`src/rtl/efpga_cfg_writer.sv`:
```
// efpga_cfg_writer: buffers 32-bit self-configuration writes, parses a frame
// header (0xA5 tag, row, frame count), packs data words into frames and hands
// each frame to the fabric with a valid/ready handshake.
// Optional CFG_CRC_EN: CRC-16-CCITT over all data words, checked against a
// trailer word after the last frame.
module efpga_cfg_writer #(
    parameter int WORDS_PER_FRAME = 4,
    parameter int ROW_ADDR_W      = 5,
    parameter int FIFO_DEPTH      = 4,
    localparam int FRAME_BITS     = 32 * WORDS_PER_FRAME
) (
    input  logic                  wb_clk_i,
    input  logic                  wb_rst_i,
    input  logic [31:0]           self_write_data_i,
    input  logic                  self_write_strobe_i,
    output logic                  cfg_busy_o,
    output logic                  cfg_done_o,
    output logic                  cfg_error_o,
    output logic [ROW_ADDR_W-1:0] frame_addr_o,
    output logic [FRAME_BITS-1:0] frame_data_o,
    output logic                  frame_strobe_o,
    input  logic                  frame_ready_i
);
    localparam int PW = (FIFO_DEPTH > 1) ? $clog2(FIFO_DEPTH) : 1;
    localparam int LW = PW + 1;
    localparam int IW = (WORDS_PER_FRAME > 1) ? $clog2(WORDS_PER_FRAME) : 1;

    typedef enum logic [1:0] {IDLE, LOAD, EMIT, CHECK} state_t;

    state_t                  state_q, state_d;
    logic [31:0]             mem_q [FIFO_DEPTH];
    logic [31:0]             mem_d [FIFO_DEPTH];
    logic [PW-1:0]           wr_ptr_q, wr_ptr_d, rd_ptr_q, rd_ptr_d;
    logic [LW-1:0]           level_q, level_d;
    logic [FRAME_BITS-1:0]   frame_q, frame_d;
    logic [ROW_ADDR_W-1:0]   row_q, row_d;
    logic [7:0]              count_q, count_d;
    logic [IW-1:0]           idx_q, idx_d;
    logic                    done_q, done_d;
    logic                    err_q, err_d;
    logic                    push, pop, empty, full;
    logic [31:0]             head;
`ifdef CFG_CRC_EN
    logic [15:0]             crc_q, crc_d;

    // CRC-16-CCITT, poly 0x1021, one 32-bit word shifted in MSB first
    function automatic logic [15:0] crc_upd(input logic [15:0] c, input logic [31:0] w);
        logic [15:0] r;
        logic        fb;
        r = c;
        for (int i = 31; i >= 0; i--) begin
            fb = r[15] ^ w[i];
            r  = {r[14:0], 1'b0};
            if (fb) r = r ^ 16'h1021;
        end
        return r;
    endfunction
`endif

    assign empty          = (level_q == '0);
    assign full           = (level_q == LW'(FIFO_DEPTH));
    assign head           = mem_q[rd_ptr_q];
    assign cfg_busy_o     = full;
    assign cfg_done_o     = done_q;
    assign cfg_error_o    = err_q;
    assign frame_addr_o   = row_q;
    assign frame_data_o   = frame_q;
    assign frame_strobe_o = (state_q == EMIT);

    // FIFO bookkeeping, header parse, frame packing and handshake sequencing
    always_comb begin
        state_d  = state_q;
        mem_d    = mem_q;
        wr_ptr_d = wr_ptr_q;
        rd_ptr_d = rd_ptr_q;
        level_d  = level_q;
        frame_d  = frame_q;
        row_d    = row_q;
        count_d  = count_q;
        idx_d    = idx_q;
        done_d   = 1'b0;
        err_d    = err_q;
        pop      = 1'b0;
`ifdef CFG_CRC_EN
        crc_d    = crc_q;
`endif
        // full is judged on the registered level: a same-cycle pop does not make room
        push = self_write_strobe_i && !full;
        if (self_write_strobe_i && full) err_d = 1'b1;

        case (state_q)
            IDLE: begin
                if (!empty) begin
                    pop = 1'b1;
                    if (head[31:24] == 8'hA5) begin
                        row_d   = head[ROW_ADDR_W-1:0];
                        count_d = head[15:8];
                        idx_d   = '0;
`ifdef CFG_CRC_EN
                        crc_d   = 16'hFFFF;
`endif
                        if (head[15:8] != 8'd0) state_d = LOAD;
                        else                    err_d   = 1'b1;
                    end else begin
                        err_d = 1'b1;
                    end
                end
            end
            LOAD: begin
                if (!empty) begin
                    pop = 1'b1;
                    frame_d[idx_q*32 +: 32] = head;
`ifdef CFG_CRC_EN
                    crc_d = crc_upd(crc_q, head);
`endif
                    if (idx_q == IW'(WORDS_PER_FRAME - 1)) begin
                        idx_d   = '0;
                        state_d = EMIT;
                    end else begin
                        idx_d = idx_q + 1'b1;
                    end
                end
            end
            EMIT: begin
                if (frame_ready_i) begin
                    row_d   = row_q + 1'b1;
                    count_d = count_q - 1'b1;
                    if (count_q == 8'd1) begin
`ifdef CFG_CRC_EN
                        state_d = CHECK;
`else
                        state_d = IDLE;
                        done_d  = 1'b1;
`endif
                    end else begin
                        state_d = LOAD;
                    end
                end
            end
`ifdef CFG_CRC_EN
            CHECK: begin
                if (!empty) begin
                    pop     = 1'b1;
                    state_d = IDLE;
                    if (head[15:0] == crc_q) done_d = 1'b1;
                    else                     err_d  = 1'b1;
                end
            end
`endif
            default: state_d = IDLE;
        endcase

        if (push) begin
            mem_d[wr_ptr_q] = self_write_data_i;
            wr_ptr_d        = wr_ptr_q + 1'b1;
        end
        if (pop) rd_ptr_d = rd_ptr_q + 1'b1;
        if (push && !pop)      level_d = level_q + 1'b1;
        else if (!push && pop) level_d = level_q - 1'b1;
    end

    // State registers; synchronous reset drops any partial frame and FIFO contents
    always_ff @(posedge wb_clk_i) begin
        if (wb_rst_i) begin
            state_q  <= IDLE;
            for (int i = 0; i < FIFO_DEPTH; i++) mem_q[i] <= '0;
            wr_ptr_q <= '0;
            rd_ptr_q <= '0;
            level_q  <= '0;
            frame_q  <= '0;
            row_q    <= '0;
            count_q  <= '0;
            idx_q    <= '0;
            done_q   <= 1'b0;
            err_q    <= 1'b0;
`ifdef CFG_CRC_EN
            crc_q    <= 16'hFFFF;
`endif
        end else begin
            state_q  <= state_d;
            mem_q    <= mem_d;
            wr_ptr_q <= wr_ptr_d;
            rd_ptr_q <= rd_ptr_d;
            level_q  <= level_d;
            frame_q  <= frame_d;
            row_q    <= row_d;
            count_q  <= count_d;
            idx_q    <= idx_d;
            done_q   <= done_d;
            err_q    <= err_d;
`ifdef CFG_CRC_EN
            crc_q    <= crc_d;
`endif
        end
    end
endmodule

```
`config.mk`:
```
export PLATFORM = sky130hd
export DESIGN_NAME = efpga_cfg_writer
export DESIGN_NICKNAME = d
export VERILOG_FILES = /design/src/rtl/efpga_cfg_writer.sv
export SDC_FILE = /design/constraint.sdc
export NUM_CORES = 1
export LEC_CHECK = 0
export BUFFER_PORTS_ARGS = -buffer_cell sky130_fd_sc_hd__buf_2
export CORE_MARGIN = 10
export CORE_UTILIZATION = 50
export DETAILED_ROUTE_END_ITERATION = 10
export HOLD_SLACK_MARGIN = 0.02
export PLACE_DENSITY = 0.72
export SLEW_MARGIN = 15
export SYNTH_ARGS = -nofsm -noshare
export SYNTH_HDL_FRONTEND = slang
export SYNTH_SLANG_ARGS = --single-unit
```
`constraint.sdc`:
```
create_clock -name wb_clk_i -period 3.4 [get_ports wb_clk_i]
set_input_delay 0 -clock wb_clk_i [delete_from_list [all_inputs] [get_ports wb_clk_i]]
set_output_delay 0 -clock wb_clk_i [all_outputs]
set_load 0.02 [all_outputs]
```
==> flow_metrics.py, run 1 <==
metrics = {
    "placed_design": {
        "portBuffers": 172,
        "post-dp-hpwl_um": 21820,
        "globalplace.congestion": 0.8554,
        "place_area_mm2": 0.01207,
    },
    "setup_path": {
        "end_kind": "register",
        "crit_buf_inv": 0,
        "crit_type": "reg -> reg",
        "crit_chain": "mux4_1 > and4b_1 > a21oi_2 > a2111oi_0 > a211oi_1",
        "cp_slowest_cell": "mux4_1",
        "startpoint_type": "register",
        "cp_max_fo": 16,
        "max_stage_delay_ps": 710,
        "arrival_ps": 3210,
        "critPathTopFamily": "compound AO/OA/AOI/OAI gates",
        "required_ps": 3840,
    },
    "clocking": {
        "path_clk_slew_ps": 60,
        "clock_path_buffers": 3,
        "clock_sinks": 282,
        "post_cts_buffers": 0,
        "cts_max_level": 1,
        "clk_latency_ps": 540,
        "tritoncts": "yes",
        "cts_made_buffers": 28,
        "clockRootBuffer": "clkbuf_16",
    },
    "finish": {
        "nets": 1451,
        "drive_gt1_share_pct": 19.94,
        "multi_input_area_mm2": 0.004965,
        "fillCellCount": 1845,
        "syn2layout_area_growth_pct": 20.92,
        "final_area_mm2": 0.01336,
        "regArea_mm2": 0.005647,
    },
    "yosys": {
        "syn_area_mm2": 0.01104,
        "synth_common_cells": "dfxtp_1, nand2_1, a21oi_1, nor2_1, a22oi_1",
        "ys.flop_type": "dfxtp_1",
        "ys_seq_area_share_pct": 51.12,
        "syn_inst": 1238,
        "yosysMostFrequentCell": "dfxtp_1",
        "synth_top_area_cell": "dfxtp_1",
        "ys_types": 52,
        "synth-warning-count": 0,
        "synth_enable_flop_cells": 0,
        "syn_avg_cell_area_um2": 8.921,
        "synth_top_area_share_pct": 51.12,
        "syn_nets": 1289,
        "ys_seq_elements": 282,
        "synthArstFlopShare_pct": 0,
        "synth_area_leaders": "dfxtp_1, nand2_1, a22oi_1",
    },
    "global_route": {
        "grt.total_usage_pct": 21.87,
        "antenna_found_initial": 3,
        "grt_max_degree": 118,
        "grt_pass1_vias": 9556,
        "grt_pass1_wl_um": 52440,
        "grt_overflow": 0,
    },
    "die": {
        "core_mm2": 0.02176,
        "die_area_mm2": 0.02843,
        "num_rows": 54,
        "initial_core_util_pct": 50.76,
        "die_h_um": 168.6,
        "boundaryPins": 173,
        "fp.dieW_um": 168.6,
    },
    "min_path": {
        "min_path_type": "in -> reg",
    },
    "route": {
        "drtAntennaViolNets": 0,
        "dr.pass1.iters": 5,
        "vias_per_cell": 5.781,
        "drc": 0,
        "first_iter_violations": 1171,
        "vias": 9839,
        "wl_per_cell_um": 19.26,
        "wirelength_um": 32790,
    },
    "sta": {
        "fmax_mhz": 361.1,
        "finalSetupViolCount": 0,
        "worst_pin_slew_ps": 783.1,
        "slew_viol_final": 0,
        "rsz0062_at_grt": "no",
        "skew_ps": 8.973,
        "hold_violations": 0,
        "period_minus_slack_ps": 2770,
        "fin_setup_tns_ps": 0,
        "slew_headroom_pct": 47.80,
        "hold-worst-slack_ps": 103.0,
        "fin_crit_sh_pct": 81.46,
    },
    "outcome": {
        "outcome": "complete, no violations",
    },
    "pwr": {
        "power.density_mw_per_mm2": 597.2,
        "p_leak_uw": 0.005204,
        "ir_worst_vdd_mv": 0.3781,
    },
    "run": {
        "cap_violations": 0,
    },
}
==> layout by cell type, fill, tap and decap left out, types with 14 or more instances in the layout <==
| cell | n |
|---|---|
| buf_2 | 171 |
| dlygate4sd3_1 | 34 |
| clkbuf_16 | 28 |
| nand2_1 | 271 |
| ha_1 | 14 |
| buf_4 | 26 |
| nor2_1 | 146 |
| a21oi_1 | 150 |
| dfxtp_1 | 281 |
| mux4_2 | 30 |
| a22oi_1 | 132 |
==> path summary, 6_finish.rpt <==
check	slack, ps	cells after the start	from	end
worst max-delay path	630	5	rd_ptr_q[0]$_SDFFE_PP0P_	count_q[1]$_SDFFE_PP0P_
worst min-delay path	100	2	wb_rst_i	frame_data_o[3]$_SDFFE_PP0P_
worst max register to register	630	5	rd_ptr_q[0]$_SDFFE_PP0P_	count_q[1]$_SDFFE_PP0P_
worst min register to register	450	2	mem_q[118]$_SDFFE_PP0P_	mem_q[118]$_SDFFE_PP0P_
==> power by group <==
group          internal (uW)  leakage [uW]  switching (uW)
Clock                   1850      0.000466            1260
Combinational            493       0.00246             818
Sequential              3450       0.00228             109
==> metal layers <==
layer	share of wire [%]	track usage [%]	up-vias
li1	-	-	4641
met1	43	28.96	4705
met2	46	35.45	441
met3	9.0	4.979	52
met4	1.5	5.337	0
met5	0	0	-
==> cells by family (layout without fill, tap and decap cells) <==
family	Yosys count	in the layout	synth area share [%]
xor+xnor	5	5	0.3966
buf+inv	111	292	4.203
fa+ha+maj	15	15	1.767
compound gates	318	318	18.08
mux	34	34	6.775
flops	282	282	51.12
simple gates	473	473	17.66
other cells	0	3	0
==> worst reg2reg max path, delay by kind of cell, from the launching register on <==
| kind | cells | cell delay (ps) |
|---|---|---|
| muxes | 1 | 710 |
| DFF | 1 | 610 |
| and+or+nand+nor | 1 | 330 |
| AOI/OAI and AO/OA | 3 | 1030 |
==> state kept, by name, summed over array words and instances, names as in the netlist <==
signal and count:
idx_q 2, mem_q 128, frame_data_o 128, wr_ptr_q 2
cfg_error_o 1, state_q 2, level_q 3, rd_ptr_q 2
cfg_done_o 1, frame_addr_o 5, count_q 8
==> layout make-up <==
class,count,area share [%]
Sequential cell,282,42.28
Multi-Input combinational cell,845,37.17
Tap cell,280,2.623
Clock buffer,42,6.314
Timing Repair Buffer,232,10.52
Antenna cell,3,0.05621
Clock inverter,7,0.7214
Inverter,11,0.3092
==> per-stage QoR <==
stage	setup slack, ps	cells	total power, uW	utilization (%)
floorplan	1015	1238	4558	-
global placement	714.1	1616	4858	55.47
detailed placement	611.2	1616	4896	55.47
CTS	609.4	1699	8007	61.35
global route	470.2	1701	8277	61.38
finish	630.4	1702	7976	61.39
==> what timing repair did <==
item | 4_1_cts | 5_1_grt
hold endpoints to repair | 133 | 0
hold buffers | 34 | 0
resized for setup | 0 | 0
Power figures use the tool's default switching activity.
==> run 2: changes to the inputs <==
==> constraint.sdc (replaced) <==
create_clock -name wb_clk_i -period 2.6 [get_ports wb_clk_i]
set_input_delay 0 -clock wb_clk_i [delete_from_list [all_inputs] [get_ports wb_clk_i]]
set_output_delay 0 -clock wb_clk_i [all_outputs]
set_load 0.02 [all_outputs]
==> run 2 against run 1 <==
Effect of this change: via count is 0.17% higher; sequential cell count stayed put; sequential power is 30% higher; routed wire length is 2.8% lower; hold slack worse by 59 ps; clock power is 23% higher.
==> flow_metrics.py, run 2 (synthesis results as in run 1) <==
metrics = {
    "clocking": {
        "clock_path_buffers": 3,
        "post_cts_buffers": 0,
        "cts_max_level": 1,
        "clk_latency_ps": 530,
        "cts_made_buffers": 28,
        "tritoncts": "yes",
        "clock_sinks": 282,
        "path_clk_slew_ps": 60,
        "clockRootBuffer": "clkbuf_16",
    },
    "global_route": {
        "antenna_found_initial": 4,
        "grt_max_degree": 116,
        "grt_overflow": 0,
        "grt_pass1_wl_um": 50790,
        "grt_pass1_vias": 9476,
        "grt.total_usage_pct": 21.23,
    },
    "finish": {
        "final_common_cell": "dfxtp_1",
        "regArea_mm2": 0.005647,
        "drive_gt1_share_pct": 20.54,
        "layout.cells.non_filler": 1720,
        "multi_input_area_mm2": 0.004972,
        "nets": 1468,
        "layout_common_cells": "dfxtp_1, nand2_1, buf_2",
        "fin_util_pct": 61.90,
        "fillCellCount": 1855,
        "syn2layout_area_growth_pct": 21.94,
    },
    "die": {
        "core_mm2": 0.02176,
        "initial_core_util_pct": 50.76,
        "fp.dieW_um": 168.6,
        "boundaryPins": 173,
        "die_area_mm2": 0.02843,
        "num_rows": 54,
        "die_h_um": 168.6,
    },
    "route": {
        "wirelength_um": 31880,
        "vias_per_cell": 5.730,
        "dr.pass1.iters": 6,
        "vias": 9856,
        "drc": 0,
        "wl_per_cell_um": 18.53,
        "drtAntennaViolNets": 0,
        "first_iter_violations": 1088,
    },
    "setup_path": {
        "crit_type": "reg -> reg",
        "required_ps": 2990,
        "arrival_ps": 2840,
        "end_kind": "register",
        "cp_max_fo": 16,
        "startpoint_type": "register",
    },
    "placed_design": {
        "portBuffers": 172,
        "globalplace.congestion": 0.8453,
        "post-dp-hpwl_um": 21400,
        "dpl_worst_slack_ps": 96.29,
        "place_inst": 1633,
    },
    "sta": {
        "slew_headroom_pct": 45.79,
        "fin_setup_tns_ps": 0,
        "period_minus_slack_ps": 2448,
        "fin_crit_sh_pct": 94.16,
        "slew_viol_final": 0,
        "worst_pin_slew_ps": 813.2,
        "fmax_mhz": 408.5,
        "rsz0062_at_grt": "no",
        "hold_violations": 0,
        "fin_ws_ps": 151.9,
        "skew_ps": 11.17,
        "finalSetupViolCount": 0,
    },
    "pwr": {
        "p_leak_uw": 0.005260,
        "ir_worst_vdd_mv": 0.4116,
        "power.density_mw_per_mm2": 765.4,
    },
    "min_path": {
        "min_path_type": "in -> reg",
    },
    "run": {
        "cap_violations": 0,
    },
    "outcome": {
        "outcome": "complete, no violations",
    },
}
run 2: area by class of cell:
cell class | instances | area share, %
sequential | 282 | 41.93
multi-input combinational | 845 | 36.92
tap | 280 | 2.601
inverter | 11 | 0.3066
clock buffer | 41 | 5.871
antenna | 4 | 0.07432
timing repair buffer | 249 | 11.78
clock inverter | 8 | 0.5203
run 2: through the flow:
stage	hold slack (ps)	total power, uW	instance area (um^2)
2_1_floorplan	136.0	5960	11040
3_3_place_gp	276.3	6483	12250
3_5_place_dp	279.9	6529	12250
4_1_cts	36.85	10350	13450
5_1_grt	74.72	10720	13470
6_report	44.24	10310	13470
run 2: worst paths after layout:
check,start,to,slack (ps),cells after the start
worst min register to register,mem_q[57]$_SDFFE_PP0P_,mem_q[57]$_SDFFE_PP0P_,450,2
worst max-delay path,rd_ptr_q[0]$_SDFFE_PP0P_,count_q[1]$_SDFFE_PP0P_,150,6
worst min-delay path,wb_rst_i,level_q[1]$_SDFFE_PP0P_,40,2
worst max register to register,rd_ptr_q[0]$_SDFFE_PP0P_,count_q[1]$_SDFFE_PP0P_,150,6
run 2: layer usage:
metal  GRT usage [%]  routed length [um]
met1           28.34               13790
met2           33.46               14550
met3           5.790                3004
met4           5.185                 539
met5               0                   0
run 2: worst max-delay path, stage by stage, from the launching register on:
cell	delay (ps)
dfxtp_2	360
buf_12	190
mux4_1	590
and4b_1	440
a21oi_4	190
a2111oi_0	440
a211oi_1	90
run 2: power by group:
| group | switching, uW | leakage, uW | internal [uW] | total, uW |
|---|---|---|---|---|
| sequential | 114 | 0.00228 | 4510 | 4620 |
| combinational | 1130 | 0.00256 | 735 | 1870 |
| clock | 1630 | 0.000418 | 2200 | 3820 |
| total | 2870 | 0.00526 | 7440 | 10300 |
run 2: timing repair:
action	4_1_cts	5_1_grt
endpoints found under the hold margin	134	0
setup endpoints to repair	0	5
gates resized for setup	0	2
hold buffers	34	0
==> run 3: changes to the inputs <==
--- a/config.mk
+++ b/config.mk
@@ -6,11 +6,13 @@
 export NUM_CORES = 1
 export LEC_CHECK = 0
 export BUFFER_PORTS_ARGS = -buffer_cell sky130_fd_sc_hd__buf_2
+export CELL_PAD_IN_SITES_DETAIL_PLACEMENT = 0
+export CELL_PAD_IN_SITES_GLOBAL_PLACEMENT = 1
 export CORE_MARGIN = 10
-export CORE_UTILIZATION = 50
+export CORE_UTILIZATION = 43
 export DETAILED_ROUTE_END_ITERATION = 10
 export HOLD_SLACK_MARGIN = 0.02
-export PLACE_DENSITY = 0.72
+export PLACE_DENSITY_LB_ADDON = 0.1
 export SLEW_MARGIN = 15
 export SYNTH_ARGS = -nofsm -noshare
 export SYNTH_HDL_FRONTEND = slang
==> run 3 against run 2 <==
Effect of this change: clock power up 15%; global-route usage down 1.5 points; hold slack better by 220 ps; non-clock buffer count up 3; count of clock-buffer cells in the layout up 3; via count down 3.1%; sequential cell count unchanged; clock skew down 3.4 ps; final area up 2.3%; worst setup slack worse by 19 ps; combinational power up 3%; largest cell class unchanged; critical path depth up 3.
==> flow_metrics.py, run 3 (synthesis results as in run 1) <==
metrics = {
    "outcome": {
        "outcome": "complete, no violations",
    },
    "die": {
        "core_mm2": 0.02525,
        "die_area_mm2": 0.03250,
        "fp.dieW_um": 180.3,
        "die_h_um": 180.3,
        "num_rows": 58,
        "initial_core_util_pct": 43.73,
        "boundaryPins": 173,
    },
    "clocking": {
        "clock_path_buffers": 3,
        "clk_latency_ps": 550,
        "clockRootBuffer": "clkbuf_16",
        "path_clk_slew_ps": 60,
        "cts.repair.resized": 0,
        "clock_sinks": 282,
        "cts_max_level": 1,
        "tritoncts": "yes",
        "cts_made_buffers": 30,
    },
    "finish": {
        "final_common_cell": "dfxtp_1",
        "syn2layout_area_growth_pct": 24.79,
        "fillCellCount": 2359,
        "layout_common_cells": "dfxtp_1, nand2_1, buf_2",
        "layout.cells.non_filler": 1773,
        "regArea_mm2": 0.005647,
        "multi_input_area_mm2": 0.004965,
        "drive_gt1_share_pct": 21.41,
        "nets": 1473,
        "diodes": 0,
    },
    "pwr": {
        "p_total_uw": 10940,
        "p_leak_uw": 0.005402,
        "power.density_mw_per_mm2": 794.1,
        "ir_worst_vdd_mv": 0.3883,
    },
    "min_path": {
        "min_path_cells": 4,
        "min_path_type": "in -> reg",
    },
    "sta": {
        "hold_violations": 0,
        "finalSetupViolCount": 0,
        "period_minus_slack_ps": 2467,
        "rsz0062_at_grt": "no",
        "fin_setup_tns_ps": 0,
        "fmax_mhz": 405.4,
        "fin_crit_sh_pct": 94.88,
        "slew_headroom_pct": 52.57,
        "worst_pin_slew_ps": 711.4,
        "skew_ps": 7.757,
        "slew_viol_final": 0,
    },
    "setup_path": {
        "crit_buf_inv": 2,
        "max_stage_delay_ps": 400,
        "reg2regPathDepth": 9,
        "end_kind": "register",
        "crit_type": "reg -> reg",
        "critPathTopFamily": "simple AND/OR/NAND/NOR gates",
        "arrival_ps": 2950,
        "cp_slowest_cell": "or3_1",
        "crit_chain": "or3_1 > and2_1 > inv_2 > ha_1 > inv_1 > fa_1 > xor2_1 > or3_1 > a21oi_1",
        "cp.depth": 9,
        "startpoint_type": "register",
        "required_ps": 3080,
        "crit_path_frequent_cell": "or3_1",
        "cp_max_fo": 7,
    },
    "global_route": {
        "grt_pass1_vias": 9174,
        "grt_pass1_wl_um": 53370,
        "antenna_found_initial": 0,
        "grt_max_degree": 144,
        "grt_overflow": 0,
        "grt.total_usage_pct": 19.72,
    },
    "route": {
        "drc": 0,
        "drtAntennaViolNets": 0,
        "wirelength_um": 33940,
        "vias_per_cell": 5.389,
        "dr.pass1.iters": 4,
        "first_iter_violations": 757,
        "wl_per_cell_um": 19.14,
        "vias": 9555,
    },
    "run": {
        "cap_violations": 0,
    },
    "placed_design": {
        "post-dp-hpwl_um": 22450,
        "portBuffers": 172,
        "place_inst": 1683,
        "globalplace.congestion": 0.8264,
    },
}
[run 3: changes by cell type in the layout (fill, tap and decap cells not counted), moves of 2 or more]
cell	previous run	this run
clkbuf_8	3	12
clkbuf_1	10	2
buf_12	4	10
diode_2	4	0
buf_4	38	35
clkbuf_16	29	31
clkinvlp_4	2	0
[run 3: final timing paths]
path                            slack [ps]                       to                     from
worst min-delay path                   260    mem_q[4]$_SDFFE_PP0P_     self_write_data_i[4]
worst max register to register         130  level_q[2]$_SDFFE_PP0P_  level_q[0]$_SDFFE_PP0P_
worst max-delay path                   130  level_q[2]$_SDFFE_PP0P_  level_q[0]$_SDFFE_PP0P_
worst min register to register         450    mem_q[1]$_SDFFE_PP0P_    mem_q[1]$_SDFFE_PP0P_
[run 3: layer usage]
metal  GRT usage [%]  routed length (um)  vias up
li1                -                   -     4684
met1           28.35               16780     4591
met2           30.56               15050      251
met3           3.554                1772       29
met4           3.314                 345        0
met5               0                   0        -
[run 3: final cells by class]
| cell class | instances | share of cell area [%] |
|---|---|---|
| clock buffer | 44 | 6.782 |
| timing repair buffer | 252 | 12.21 |
| multi-input combinational | 845 | 36.02 |
| clock inverter | 9 | 0.7172 |
| inverter | 11 | 0.2996 |
| sequential | 282 | 40.97 |
| tap | 330 | 2.996 |
[run 3: tightest hold or removal path, stage by stage]
cell	delay [ps]
dlygate4sd3_1	530
buf_2	140
nand2_1	50
a21oi_1	50
[run 3: repair_timing]
action	in CTS	in global routing
buffers inserted	0	2
hold endpoints to repair	137	0
setup endpoints to repair	0	1
hold buffers	35	0
[run 3: report_power, final]
group | total [uW] | leakage, uW | internal (uW) | switching, uW
logic | 1920 | 0.00260 | 758 | 1160
clock network | 4400 | 0.000519 | 2660 | 1740
registers | 4620 | 0.00228 | 4510 | 117
[run 3: metrics by stage]
step	instance area (um^2)	worst slack, ps	utilization, %	hold WS [ps]
after floorplan	11040	214.8	-	136.0
after global placement	12380	181.3	49.03	277.6
final	13780	133.1	54.57	262.7
after detailed placement	12380	123.2	49.03	281.9
after CTS	13770	93.40	54.51	255.1
after global routing	13780	26.96	54.57	273.7
